`config.mk`:
```
export PLATFORM = sky130hd
export DESIGN_NAME = load_store_unit_flat
export DESIGN_NICKNAME = d
export VERILOG_FILES = /design/src/rtl/load_store_unit_pkg.sv /design/src/rtl/load_store_unit_if.sv /design/src/rtl/load_store_unit_req_fifo.sv /design/src/rtl/load_store_unit.sv /design/src/flat_wrapper.sv
export SDC_FILE = /design/constraint.sdc
export NUM_CORES = 1
export LEC_CHECK = 0
export ABC_CLOCK_PERIOD_IN_PS = 2100
export CAP_MARGIN = 20
export CORE_UTILIZATION = 50
export CTS_CLUSTER_DIAMETER = 40
export DETAILED_ROUTE_END_ITERATION = 8
export GPL_ROUTABILITY_DRIVEN = 0
export PLACE_DENSITY = 0.76
export SETUP_SLACK_MARGIN = 0.4
export SYNTH_ARGS = -nofsm -noshare
export SYNTH_HDL_FRONTEND = slang
export SYNTH_SLANG_ARGS = --single-unit
```
`constraint.sdc`:
```
create_clock -name clk -period 2.1 [get_ports clk]
set_clock_uncertainty 0.05 [all_clocks]
set_input_delay 0.42 -clock clk [delete_from_list [all_inputs] [get_ports clk]]
set_output_delay 0.42 -clock clk [all_outputs]
set_load 0.05 [all_outputs]
```
`src/rtl/load_store_unit_pkg.sv`:
```
// -----------------------------------------------------------------------------
// load_store_unit_pkg
// Shared definitions for the load/store unit:
//   - LSU_MEM_BYTES : size of the byte-addressable data memory
//   - LSU_TAG_W     : width of the ROB tag carried in an op entry
//   - EXC_NONE/EXC_FAULT : encoding of the access-exception flag
//   - op_entry_t    : one buffered load/store request
//   - addr_exc()    : misaligned / out-of-range address check
// -----------------------------------------------------------------------------
package load_store_unit_pkg;

    localparam int LSU_MEM_BYTES = 256;
    localparam int LSU_TAG_W     = 4;

    localparam logic EXC_NONE  = 1'b0;
    localparam logic EXC_FAULT = 1'b1;

    typedef struct packed {
        logic                 store;
        logic [15:0]          addr;
        logic [15:0]          wdata;
        logic [LSU_TAG_W-1:0] tag;
        logic                 exc;
    } op_entry_t;

    // A word access touches addr and addr+1, so the last legal word address
    // is (memory size - 2); odd addresses are misaligned.
    function automatic logic addr_exc(input logic [15:0] addr,
                                      input logic [15:0] last_word);
        return (addr[0] || (addr > last_word)) ? EXC_FAULT : EXC_NONE;
    endfunction

endpackage

```
`src/rtl/load_store_unit_if.sv`:
```
// -----------------------------------------------------------------------------
// load_store_unit_if
// Bundles the three LSU-facing channels:
//   issue  : in_valid/in_ready/in_store/in_addr/in_wdata/in_tag, flush
//   memory : mem_read/mem_write/mem_addr/mem_wdata, mem_rdata
//   result : res_valid/res_ready/res_tag/res_data/res_exc
// master : the LSU view (drives in_ready, memory strobes and results)
// slave  : the environment view (issue stage, memory and ROB/writeback)
// -----------------------------------------------------------------------------
interface load_store_unit_if #(
    parameter int TAG_W = 4
);
    logic             in_valid;
    logic             in_ready;
    logic             in_store;
    logic [15:0]      in_addr;
    logic [15:0]      in_wdata;
    logic [TAG_W-1:0] in_tag;
    logic             flush;

    logic             mem_read;
    logic             mem_write;
    logic [15:0]      mem_addr;
    logic [15:0]      mem_wdata;
    logic [15:0]      mem_rdata;

    logic             res_valid;
    logic             res_ready;
    logic [TAG_W-1:0] res_tag;
    logic [15:0]      res_data;
    logic             res_exc;

    modport master (
        input  in_valid, in_store, in_addr, in_wdata, in_tag, flush,
        input  mem_rdata, res_ready,
        output in_ready, mem_read, mem_write, mem_addr, mem_wdata,
        output res_valid, res_tag, res_data, res_exc
    );

    modport slave (
        output in_valid, in_store, in_addr, in_wdata, in_tag, flush,
        output mem_rdata, res_ready,
        input  in_ready, mem_read, mem_write, mem_addr, mem_wdata,
        input  res_valid, res_tag, res_data, res_exc
    );
endinterface

```
`src/rtl/load_store_unit_req_fifo.sv`:
```
// -----------------------------------------------------------------------------
// lsu_req_fifo
// Synchronous DEPTH-entry request FIFO with flush.
//   clk, rst   : clock, synchronous active-high reset
//   flush      : empties the FIFO at the next posedge (beats push/pop)
//   push, push_data : write request (ignored when full)
//   pop        : advance head (ignored when empty)
//   head       : current head entry (valid when !empty)
//   empty, full: occupancy flags
// -----------------------------------------------------------------------------
module lsu_req_fifo
    import load_store_unit_pkg::*;
#(
    parameter int DEPTH = 4
) (
    input  logic      clk,
    input  logic      rst,
    input  logic      flush,
    input  logic      push,
    input  op_entry_t push_data,
    input  logic      pop,
    output op_entry_t head,
    output logic      empty,
    output logic      full
);
    localparam int PTR_W = (DEPTH > 1) ? $clog2(DEPTH) : 1;

    op_entry_t        mem_q [DEPTH];
    op_entry_t        mem_d [DEPTH];
    logic [PTR_W-1:0] wr_ptr_q, wr_ptr_d;
    logic [PTR_W-1:0] rd_ptr_q, rd_ptr_d;
    logic [PTR_W:0]   count_q, count_d;
    logic             do_push, do_pop;

    assign empty   = (count_q == '0);
    assign full    = (count_q == (PTR_W+1)'(DEPTH));
    assign head    = mem_q[rd_ptr_q];
    assign do_push = push & ~full;
    assign do_pop  = pop & ~empty;

    always_comb begin
        mem_d    = mem_q;
        wr_ptr_d = wr_ptr_q;
        rd_ptr_d = rd_ptr_q;
        count_d  = count_q;
        if (flush) begin
            wr_ptr_d = '0;
            rd_ptr_d = '0;
            count_d  = '0;
        end else begin
            if (do_push) begin
                mem_d[wr_ptr_q] = push_data;
                wr_ptr_d        = wr_ptr_q + 1'b1;  // DEPTH is a power of 2: natural wrap
            end
            if (do_pop) begin
                rd_ptr_d = rd_ptr_q + 1'b1;
            end
            count_d = count_q + {{PTR_W{1'b0}}, do_push} - {{PTR_W{1'b0}}, do_pop};
        end
    end

    always_ff @(posedge clk) begin
        if (rst) begin
            mem_q    <= '{default: '0};
            wr_ptr_q <= '0;
            rd_ptr_q <= '0;
            count_q  <= '0;
        end else begin
            mem_q    <= mem_d;
            wr_ptr_q <= wr_ptr_d;
            rd_ptr_q <= rd_ptr_d;
            count_q  <= count_d;
        end
    end

endmodule

```
`src/rtl/load_store_unit.sv`:
```
// -----------------------------------------------------------------------------
// load_store_unit
// In-order initiator for the data memory port. Requests from the issue stage
// are queued in lsu_req_fifo, then flow through:
//   S1 (access)  : drives one memory strobe per op, traps bad addresses
//   S2 (result)  : registered tagged completion toward ROB/writeback
// Ports:
//   clk, rst : clock, synchronous active-high reset
//   bus      : load_store_unit_if.master (issue, memory and result channels)
// The tag field width comes from the package (LSU_TAG_W); TAG_W must match it.
// -----------------------------------------------------------------------------
module load_store_unit
    import load_store_unit_pkg::*;
#(
    parameter int DEPTH     = 4,
    parameter int TAG_W     = LSU_TAG_W,
    parameter int MEM_BYTES = LSU_MEM_BYTES
) (
    input  logic              clk,
    input  logic              rst,
    load_store_unit_if.master bus
);
    localparam logic [15:0] LAST_WORD = 16'(MEM_BYTES - 2);

    op_entry_t push_entry, head_entry;
    logic      fifo_empty, fifo_full;
    logic      s1_adv, s1_load, s1_rd_hit;

    logic             s1_valid_q, s1_valid_d;
    logic             s1_fresh_q, s1_fresh_d;
    op_entry_t        s1_op_q,    s1_op_d;
    logic [15:0]      s1_data_q,  s1_data_d;

    logic             s2_valid_q, s2_valid_d;
    logic [TAG_W-1:0] s2_tag_q,   s2_tag_d;
    logic [15:0]      s2_data_q,  s2_data_d;
    logic             s2_exc_q,   s2_exc_d;

    always_comb begin
        push_entry       = '0;
        push_entry.store = bus.in_store;
        push_entry.addr  = bus.in_addr;
        push_entry.wdata = bus.in_wdata;
        push_entry.tag   = bus.in_tag;
        push_entry.exc   = EXC_NONE;
    end

    lsu_req_fifo #(.DEPTH(DEPTH)) u_req_fifo (
        .clk       (clk),
        .rst       (rst),
        .flush     (bus.flush),
        .push      (bus.in_valid),
        .push_data (push_entry),
        .pop       (s1_load),
        .head      (head_entry),
        .empty     (fifo_empty),
        .full      (fifo_full)
    );

    assign s1_adv    = s1_valid_q & (~s2_valid_q | bus.res_ready);
    assign s1_load   = ~fifo_empty & (~s1_valid_q | s1_adv);
    // Only the first S1 cycle of a good load has read data arriving.
    assign s1_rd_hit = s1_valid_q & s1_fresh_q & ~s1_op_q.store & ~s1_op_q.exc;

    assign bus.in_ready  = ~fifo_full;
    assign bus.mem_read  = s1_rd_hit;
    assign bus.mem_write = s1_valid_q & s1_fresh_q & s1_op_q.store & ~s1_op_q.exc;
    assign bus.mem_addr  = s1_valid_q ? s1_op_q.addr  : 16'h0000;
    assign bus.mem_wdata = s1_valid_q ? s1_op_q.wdata : 16'h0000;

    assign bus.res_valid = s2_valid_q;
    assign bus.res_tag   = s2_tag_q;
    assign bus.res_data  = s2_data_q;
    assign bus.res_exc   = s2_exc_q;

    // ---- S1: access stage ----
    always_comb begin
        s1_valid_d = s1_valid_q;
        s1_fresh_d = 1'b0;
        s1_op_d    = s1_op_q;
        s1_data_d  = s1_data_q;
        if (bus.flush) begin
            s1_valid_d = 1'b0;
        end else if (s1_load) begin
            s1_valid_d  = 1'b1;
            s1_fresh_d  = 1'b1;
            s1_op_d     = head_entry;
            s1_op_d.exc = addr_exc(head_entry.addr, LAST_WORD);
            s1_data_d   = 16'h0000;   // stores and exceptions report zero
        end else if (s1_adv) begin
            s1_valid_d = 1'b0;
        end else if (s1_rd_hit) begin
            // Stalled load: read data is only valid this edge, keep a copy.
            s1_data_d = bus.mem_rdata;
        end
    end

    // ---- S2: result stage ----
    always_comb begin
        s2_valid_d = s2_valid_q;
        s2_tag_d   = s2_tag_q;
        s2_data_d  = s2_data_q;
        s2_exc_d   = s2_exc_q;
        if (bus.flush) begin
            s2_valid_d = 1'b0;
        end else if (s1_adv) begin
            s2_valid_d = 1'b1;
            s2_tag_d   = s1_op_q.tag;
            s2_data_d  = s1_rd_hit ? bus.mem_rdata : s1_data_q;
            s2_exc_d   = s1_op_q.exc;
        end else if (bus.res_ready) begin
            s2_valid_d = 1'b0;
        end
    end

    always_ff @(posedge clk) begin
        if (rst) begin
            s1_valid_q <= 1'b0;
            s1_fresh_q <= 1'b0;
            s1_op_q    <= '0;
            s1_data_q  <= '0;
            s2_valid_q <= 1'b0;
            s2_tag_q   <= '0;
            s2_data_q  <= '0;
            s2_exc_q   <= EXC_NONE;
        end else begin
            s1_valid_q <= s1_valid_d;
            s1_fresh_q <= s1_fresh_d;
            s1_op_q    <= s1_op_d;
            s1_data_q  <= s1_data_d;
            s2_valid_q <= s2_valid_d;
            s2_tag_q   <= s2_tag_d;
            s2_data_q  <= s2_data_d;
            s2_exc_q   <= s2_exc_d;
        end
    end

endmodule

```
`src/flat_wrapper.sv`:
```
// flat-port wrapper written by rule: the top's interface ports become plain ports
module load_store_unit_flat import load_store_unit_pkg::*;
#(
    parameter int DEPTH     = 4,
    parameter int TAG_W     = LSU_TAG_W,
    parameter int MEM_BYTES = LSU_MEM_BYTES
)
  (clk, rst, bus_in_valid, bus_in_store, bus_in_addr, bus_in_wdata, bus_in_tag, bus_flush, bus_mem_rdata, bus_res_ready, bus_in_ready, bus_mem_read, bus_mem_write, bus_mem_addr, bus_mem_wdata, bus_res_valid, bus_res_tag, bus_res_data, bus_res_exc);
  load_store_unit_if #(.TAG_W(TAG_W)) bus_i ();
  input  logic clk;
  input  logic rst;
  input wire logic [$bits(bus_i.in_valid)-1:0] bus_in_valid;
  input wire logic [$bits(bus_i.in_store)-1:0] bus_in_store;
  input wire logic [$bits(bus_i.in_addr)-1:0] bus_in_addr;
  input wire logic [$bits(bus_i.in_wdata)-1:0] bus_in_wdata;
  input wire logic [$bits(bus_i.in_tag)-1:0] bus_in_tag;
  input wire logic [$bits(bus_i.flush)-1:0] bus_flush;
  input wire logic [$bits(bus_i.mem_rdata)-1:0] bus_mem_rdata;
  input wire logic [$bits(bus_i.res_ready)-1:0] bus_res_ready;
  output wire logic [$bits(bus_i.in_ready)-1:0] bus_in_ready;
  output wire logic [$bits(bus_i.mem_read)-1:0] bus_mem_read;
  output wire logic [$bits(bus_i.mem_write)-1:0] bus_mem_write;
  output wire logic [$bits(bus_i.mem_addr)-1:0] bus_mem_addr;
  output wire logic [$bits(bus_i.mem_wdata)-1:0] bus_mem_wdata;
  output wire logic [$bits(bus_i.res_valid)-1:0] bus_res_valid;
  output wire logic [$bits(bus_i.res_tag)-1:0] bus_res_tag;
  output wire logic [$bits(bus_i.res_data)-1:0] bus_res_data;
  output wire logic [$bits(bus_i.res_exc)-1:0] bus_res_exc;
  assign bus_i.in_valid = bus_in_valid;
  assign bus_i.in_store = bus_in_store;
  assign bus_i.in_addr = bus_in_addr;
  assign bus_i.in_wdata = bus_in_wdata;
  assign bus_i.in_tag = bus_in_tag;
  assign bus_i.flush = bus_flush;
  assign bus_i.mem_rdata = bus_mem_rdata;
  assign bus_i.res_ready = bus_res_ready;
  assign bus_in_ready = bus_i.in_ready;
  assign bus_mem_read = bus_i.mem_read;
  assign bus_mem_write = bus_i.mem_write;
  assign bus_mem_addr = bus_i.mem_addr;
  assign bus_mem_wdata = bus_i.mem_wdata;
  assign bus_res_valid = bus_i.res_valid;
  assign bus_res_tag = bus_i.res_tag;
  assign bus_res_data = bus_i.res_data;
  assign bus_res_exc = bus_i.res_exc;
  load_store_unit #(.DEPTH(DEPTH), .TAG_W(TAG_W), .MEM_BYTES(MEM_BYTES)) u_core (.clk(clk), .rst(rst), .bus(bus_i));
endmodule
```
== After elaboration in Yosys (flattened, before gate mapping) ==
Index checks and enable logic that the tools add are counted.

* $add $sub $neg: 4
* $lt $le $gt $ge: 4
* Equality and inequality tests: 2
* Mux-type cells: 17
* Bitwise operators: 20
* Reduce and logical (&&, ||, !) cells: 10

{| class="wikitable"
|+ Operator list
! operator !! number
|-
| $bwmux 152 || 1
|-
| $mux 38 || 3
|-
| $mux 16 || 5
|-
| $bmux 38 s2 || 1
|-
| $demux 38 s2 || 1
|-
| $gt 16x8->1 const B || 1
|-
| $and 1x1->1 || 9
|-
| $reduce_and 2->1 || 4
|-
| $not 1->1 || 7
|-
| $ge 3x3->1 const B || 2
|-
| $mux 1 || 6
|-
| $not 2->3 || 2
|-
| $add 2x1->2 const B || 2
|-
| $reduce_bool 2->1 || 2
|-
| $add 3x1->3 || 1
|-
| $eq 3x3->1 const B || 1
|-
| $logic_not 3->1 || 1
|-
| $lt 3x1->1 const B || 1
|-
| $sub 3x1->3 || 1
|-
| $ne 2x2->1 const B || 1
|-
| $or 1x1->1 || 2
|-
| $reduce_or 2->1 || 1
|-
| $logic_and 1x1->1 || 1
|-
| $logic_or 1x1->1 || 1
|}

* Bits in registers: 237
* Input port bits: 58
* Logic and storage cells: 92

== Logic depth before layout (Yosys ltp) ==
* Word-level depth: 7
* Gate-level depth with buffers: 11

== Cells and area by module ==
A second synthesis with hierarchy kept.

* Cell total of the unflattened synthesis: 1074
* Area total of the unflattened synthesis: 11036.8 um^2

{| class="wikitable"
|+ By module, submodules not included
! module !! instances !! cells an instance !! area an instance (um^2) !! sequential area each (um^2)
|-
| lsu_req_fifo || 1 || 630 || 7334.5 || 3183.1
|-
| load_store_unit || 1 || 444 || 3702.3 || 1561.5
|}

== Worst setup path before layout ==
Ideal clock, no wire load.

* Path type: reg2reg
* Start: reg u_core.s2_valid_q (netlist: u_core.bus.res_valid)
* End: reg u_core.u_req_fifo.count_q[2]
* Library setup time: 0.129 ns
* Data arrival time: 2.320 ns
* Data required time: 1.921 ns
* Setup slack: -0.398 ns
* Cell stages (with the launch flop): 11
* Period minus slack after synthesis: 2.498 ns
* Cell sequence: dfxtp_1 > nor2b_1 > a21oi_1 > ha_1 > inv_1 > ha_1 > inv_1 > fa_1 > xor2_1 > xnor2_1 > nor2_1

* Longest elaborated chain between the ends: 7

{| class="wikitable"
|+ RTL lines
! what !! line !! text
|-
| start, declared || load_store_unit.sv:34 || <nowiki>logic s2_valid_q, s2_valid_d;</nowiki>
|-
| start signal, assigned || load_store_unit.sv:131 || <nowiki>s2_valid_q <= s2_valid_d;</nowiki>
|-
| $not 1->1 || load_store_unit.sv:60 || <nowiki>assign s1_adv = s1_valid_q & (~s2_valid_q | bus.res_ready);</nowiki>
|-
| $or 1x1->1 || load_store_unit.sv:60 ||
|-
| $and 1x1->1 || load_store_unit.sv:60 ||
|-
| $or 1x1->1 || load_store_unit.sv:61 || <nowiki>assign s1_load = ~fifo_empty & (~s1_valid_q | s1_adv);</nowiki>
|-
| $and 1x1->1 || load_store_unit.sv:61 ||
|-
| via u_core.s1_load || load_store_unit.sv:27 || <nowiki>logic s1_adv, s1_load, s1_rd_hit;</nowiki>
|-
| $and 1x1->1 || load_store_unit_req_fifo.sv:39 || <nowiki>assign do_pop = pop & ~empty;</nowiki>
|-
| $sub 3x1->3 || load_store_unit_req_fifo.sv:58 || <nowiki>count_d = count_q + {{PTR_W{1'b0}}, do_push} - {{PTR_W{1'b0}}, do_pop};</nowiki>
|-
| end signal, assigned || load_store_unit_req_fifo.sv:72 || <nowiki>count_q <= count_d;</nowiki>
|-
| end, declared || load_store_unit_req_fifo.sv:32 || <nowiki>logic [PTR_W:0] count_q, count_d;</nowiki>
|}

The timed path passes the listed nets, and every way through them passes these cells.
A chain may end at the register's enable or synchronous reset.

== Worst setup path in the final report ==
* Start: reg u_core.u_req_fifo.count_q[2]
* End: reg u_core.u_req_fifo.count_q[2]

* Longest elaborated chain between the ends: 5
* Elaborated cells on any way between the ends: 9

{| class="wikitable"
|+ RTL lines
! what !! line
|-
| $eq 3x3->1 / $logic_not 3->1 (equally long branches) || load_store_unit_req_fifo.sv:36, load_store_unit_req_fifo.sv:35
|-
| $not 1->1 (on tied branches) || load_store_unit_req_fifo.sv:38, load_store_unit_req_fifo.sv:39, load_store_unit.sv:61
|-
| $and 1x1->1 (on tied branches) || load_store_unit_req_fifo.sv:38, load_store_unit.sv:61
|-
| $add 3x1->3 / $and 1x1->1 (equally long branches) || load_store_unit_req_fifo.sv:58, load_store_unit_req_fifo.sv:39
|-
| $sub 3x1->3 * || load_store_unit_req_fifo.sv:58
|}

Every way passes the cells marked *; elsewhere a longest branch is shown, timed or not.

==> results by group <==
Status
  • Status: complete, but fails checks
  • Failing checks: negative setup slack

Placed design
  • Cells after DPL: 1442
  • I/O Buffers: roughly 110
  • Post-DP HPWL: between 10 and 15 mm

GRT
  • GRT Util Overall: 29.6%
  • First-pass GRT wire length: between 40 and 50 mm
  • Vias in the first global route: 8789
  • Pin count of the biggest net entering global routing: 94
  • Initial antenna violation count: 0
  • Remaining global-route overflow: 0

Final layout
  • Fin nets: 1380
  • Area of the multi-input gates: about 0.0055 sq mm
  • Filler instances: 922
  • Register area: 0.00468 sq mm
  • Non-filler cells, final: around 1600
  • Share of cells above drive strength 1: 35.9%
  • Layout area overhead: 56.1%
  • Most common cell after layout, fill and taps aside: nand2_1
  • Commonest cells after routing, fill and taps aside: nand2_1 (334), dfxtp_1 (226), a21oi_1 (150)
  • Utilization after layout: 79.7%

Die
  • Die area: 0.0197 sq mm
  • # rows: 50
  • Die H: 140 microns
  • Die Width: roughly 140 microns
  • Total core area: 0.0187 sq mm
  • Starting Density: 51.0%
  • IO Pins: 115

Worst setup path
  • Crit Path Class: reg2reg
  • R2r setup slk: -0.19 ns
  • WP data arrival: 2.67 ns
  • RR Startpoint: u_core.u_req_fifo.count_q[2]
  • Worst path required time: 2.49 ns
  • Critical Path Sink Type: flip-flop
  • R2r worst-path depth: 10
  • Reg2reg end: u_core.u_req_fifo.count_q[2]
  • Startpoint class of the critical path: flip-flop
  • Worst-path maximum fanout: 3

Yosys
  • Netlist cell types: 38
  • Area leader, netlist: dfxtp_1
  • Yosys Warn Count: 0
  • Cell Area, Synth: 0.00955 sq mm
  • Sequential area share after synthesis: 48.9%
  • Avg Inst Size Synth: 8.48 sq um
  • Synth top area share: 48.9%
  • Synth Flop Type: dfxtp_1
  • Async SR Flop Fraction: 0%
  • Post-synth EDFFs: 0
  • Syn nets: roughly 1200
  • Synth Register Bits: approximately 230
  • Synthesized instance count: 1126
  • Area contributors post-synth: dfxtp_1 (49%), nand2_1 (17%), a21oi_1 (9.9%), mux4_2 (7.1%), buf_2 (2.1%)

Timing
  • Pins over their slew limit: 0
  • Final Hold Slack: 0.182 ns
  • FMAX: 437 MHz
  • Setup violations, final: 9
  • Final worst slack: -0.186 ns
  • Sum Neg Setup Slack: -0.573 ns
  • RSZ-0062 raised after global routing: yes
  • Hold Violations, Final: 0
  • Final period utilization: 109%
  • Post-layout minimum cycle time: 2.29 ns
  • Slew margin rel.: around 57%
  • Worst-Margin Slew: 0.642 ns

Hold path
  • Hold Crit Depth: 2
  • WHS Endpoint: u_core.s1_op_q[7]
  • HP Start: rst
  • Worst Hold Class: in2reg

Clock network
  • Clk slew on worst S/H paths: 0.06 ns
  • Clk_lat worst skew: 0.56 ns
  • CTS Root Cell: clkbuf_16
  • TritonCTS Sinks: 233
  • CTS tree: done
  • CTS Buffer Depth: 3
  • H-tree depth: 1
  • CTS Buf Count: 30

Drt
  • WL/cell: 25.3 microns
  • Vias per cell: 6.41
  • DRC Markers: 0
  • DRT Wirelength: 39.8 mm
  • Via count: 10071
  • Routed Antenna Nets: 0
  • DR pass1 iterations: 6
  • Initial DRC Count: 1421

Power
  • Cell area power density: 1040 mW/mm^2
  • Worst vdd ir: 0.000751 V
  • Lkg Pwr: 5.71 nW

Job
  • Max-cap violations: 0
-- registers in the layout, indices dropped and copies added (netlist names) --
signal	count
u_core.bus.res_tag	4
u_core.s1_op_q	38
u_core.bus.res_valid	1
u_core.u_req_fifo.wr_ptr_q	2
u_core.s1_valid_q	1
u_core.s1_fresh_q	1
u_core.u_req_fifo.rd_ptr_q	2
u_core.bus.res_data	16
u_core.bus.res_exc	1
u_core.u_req_fifo.count_q	3
u_core.s1_data_q	16
u_core.u_req_fifo.mem_q	148
-- final cells by class --
cell class | count | share of cell area, %
tap | 234 | 1.96
clock buffer | 40 | 5.90
clock inverter | 14 | 1.91
sequential | 233 | 31.4
inverter | 6 | 0.151
multi-input combinational | 802 | 36.7
timing repair buffer | 242 | 21.9
antenna | 1 | 0.0168
-- report_power, final --
group | internal [W] | total (W) | switching [W]
combinational | 0.00214 | 0.00472 | 0.00258
sequential | 0.00464 | 0.00482 | 0.000179
clock | 0.00391 | 0.00597 | 0.00206
-- per-layer routing --
layer,share of wire (%),global-route usage (%),routed length [microns],vias to the layer above
met2,47,51.4,18600,890
met5,0,0,0,-
met4,7.4,13.2,2940,0
met1,34,35.4,13600,4762
met3,12,5.71,4760,273
li1,-,-,-,4146
-- through the flow --
step,instance area [sq um],total power [W],setup WS [ns]
4_1_cts,13500,0.0137,-0.0401
6_report,14900,0.0155,-0.186
2_1_floorplan,9690,0.00638,-0.144
3_3_place_gp,11600,0.00729,-0.485
3_5_place_dp,11600,0.00733,-0.538
5_1_grt,14900,0.0158,-0.226
-- repair_timing --
| item | 4_1_cts | 5_1_grt |
|---|---|---|
| setup buffers | 21 | 24 |
| hold buffers | 0 | 0 |
| pin swaps | 67 | 77 |
| setup endpoints to repair | 255 | 262 |
| resized for setup | 257 | 193 |
| gates cloned | 9 | 21 |
-- synth_stat cells, drive strengths merged, types with 2 or more instances --
cell / instances
nand3b: 2
o21ai: 16
or4: 2
a311oi: 17
nor3: 3
dfxtp: 233
nand2: 420
mux4: 37
nand2b: 16
nand4b: 4
and2: 32
nor3b: 2
buf: 46
and4b: 5
xor2: 2
inv: 6
a21oi: 188
mux2i: 6
nand3: 2
nor2: 31
ha: 6
xnor2: 3
clkbuf: 39
-- critical path, stage by stage, from the launching register on --
cell and delay [ns]:
dfxtp_2 0.35, or3b_4 0.43, nand2_8 0.10, ha_4 0.21
inv_2 0.07, ha_4 0.12, inv_2 0.04, fa_2 0.34
xor2_1 0.19, xnor2_1 0.17, nor2_1 0.10
-- worst max-delay path by stage --
stage | from | endpoint | slack, ns | cells after the start
final | u_core.u_req_fifo.count_q[2] | u_core.u_req_fifo.count_q[2] | -0.19 | 10
after global routing | u_core.u_req_fifo.count_q[2] | u_core.u_req_fifo.count_q[2] | -0.23 | 10
after CTS | u_core.u_req_fifo.count_q[0] | u_core.u_req_fifo.count_q[2] | -0.04 | 10
after detailed placement | bus_res_ready | u_core.u_req_fifo.count_q[2] | -0.54 | 11
after global placement | bus_res_ready | u_core.u_req_fifo.count_q[2] | -0.49 | 11
after floorplan | u_core.u_req_fifo.count_q[1] | u_core.u_req_fifo.count_q[2] | -0.14 | 11
-- kinds of logic (layout without fill, tap and decap cells) --
logic type	after synthesis	count (layout)	share of synthesized area, %
buf+inv	91	302	4.23
fa+ha+maj	7	7	0.996
simple gates	524	524	23.3
xor+xnor	5	5	0.459
compound gates	223	223	12.5
mux	43	43	9.63
flops	233	233	48.9
other cells	0	1	0
Note: power is estimated with default switching activity, not from simulation.
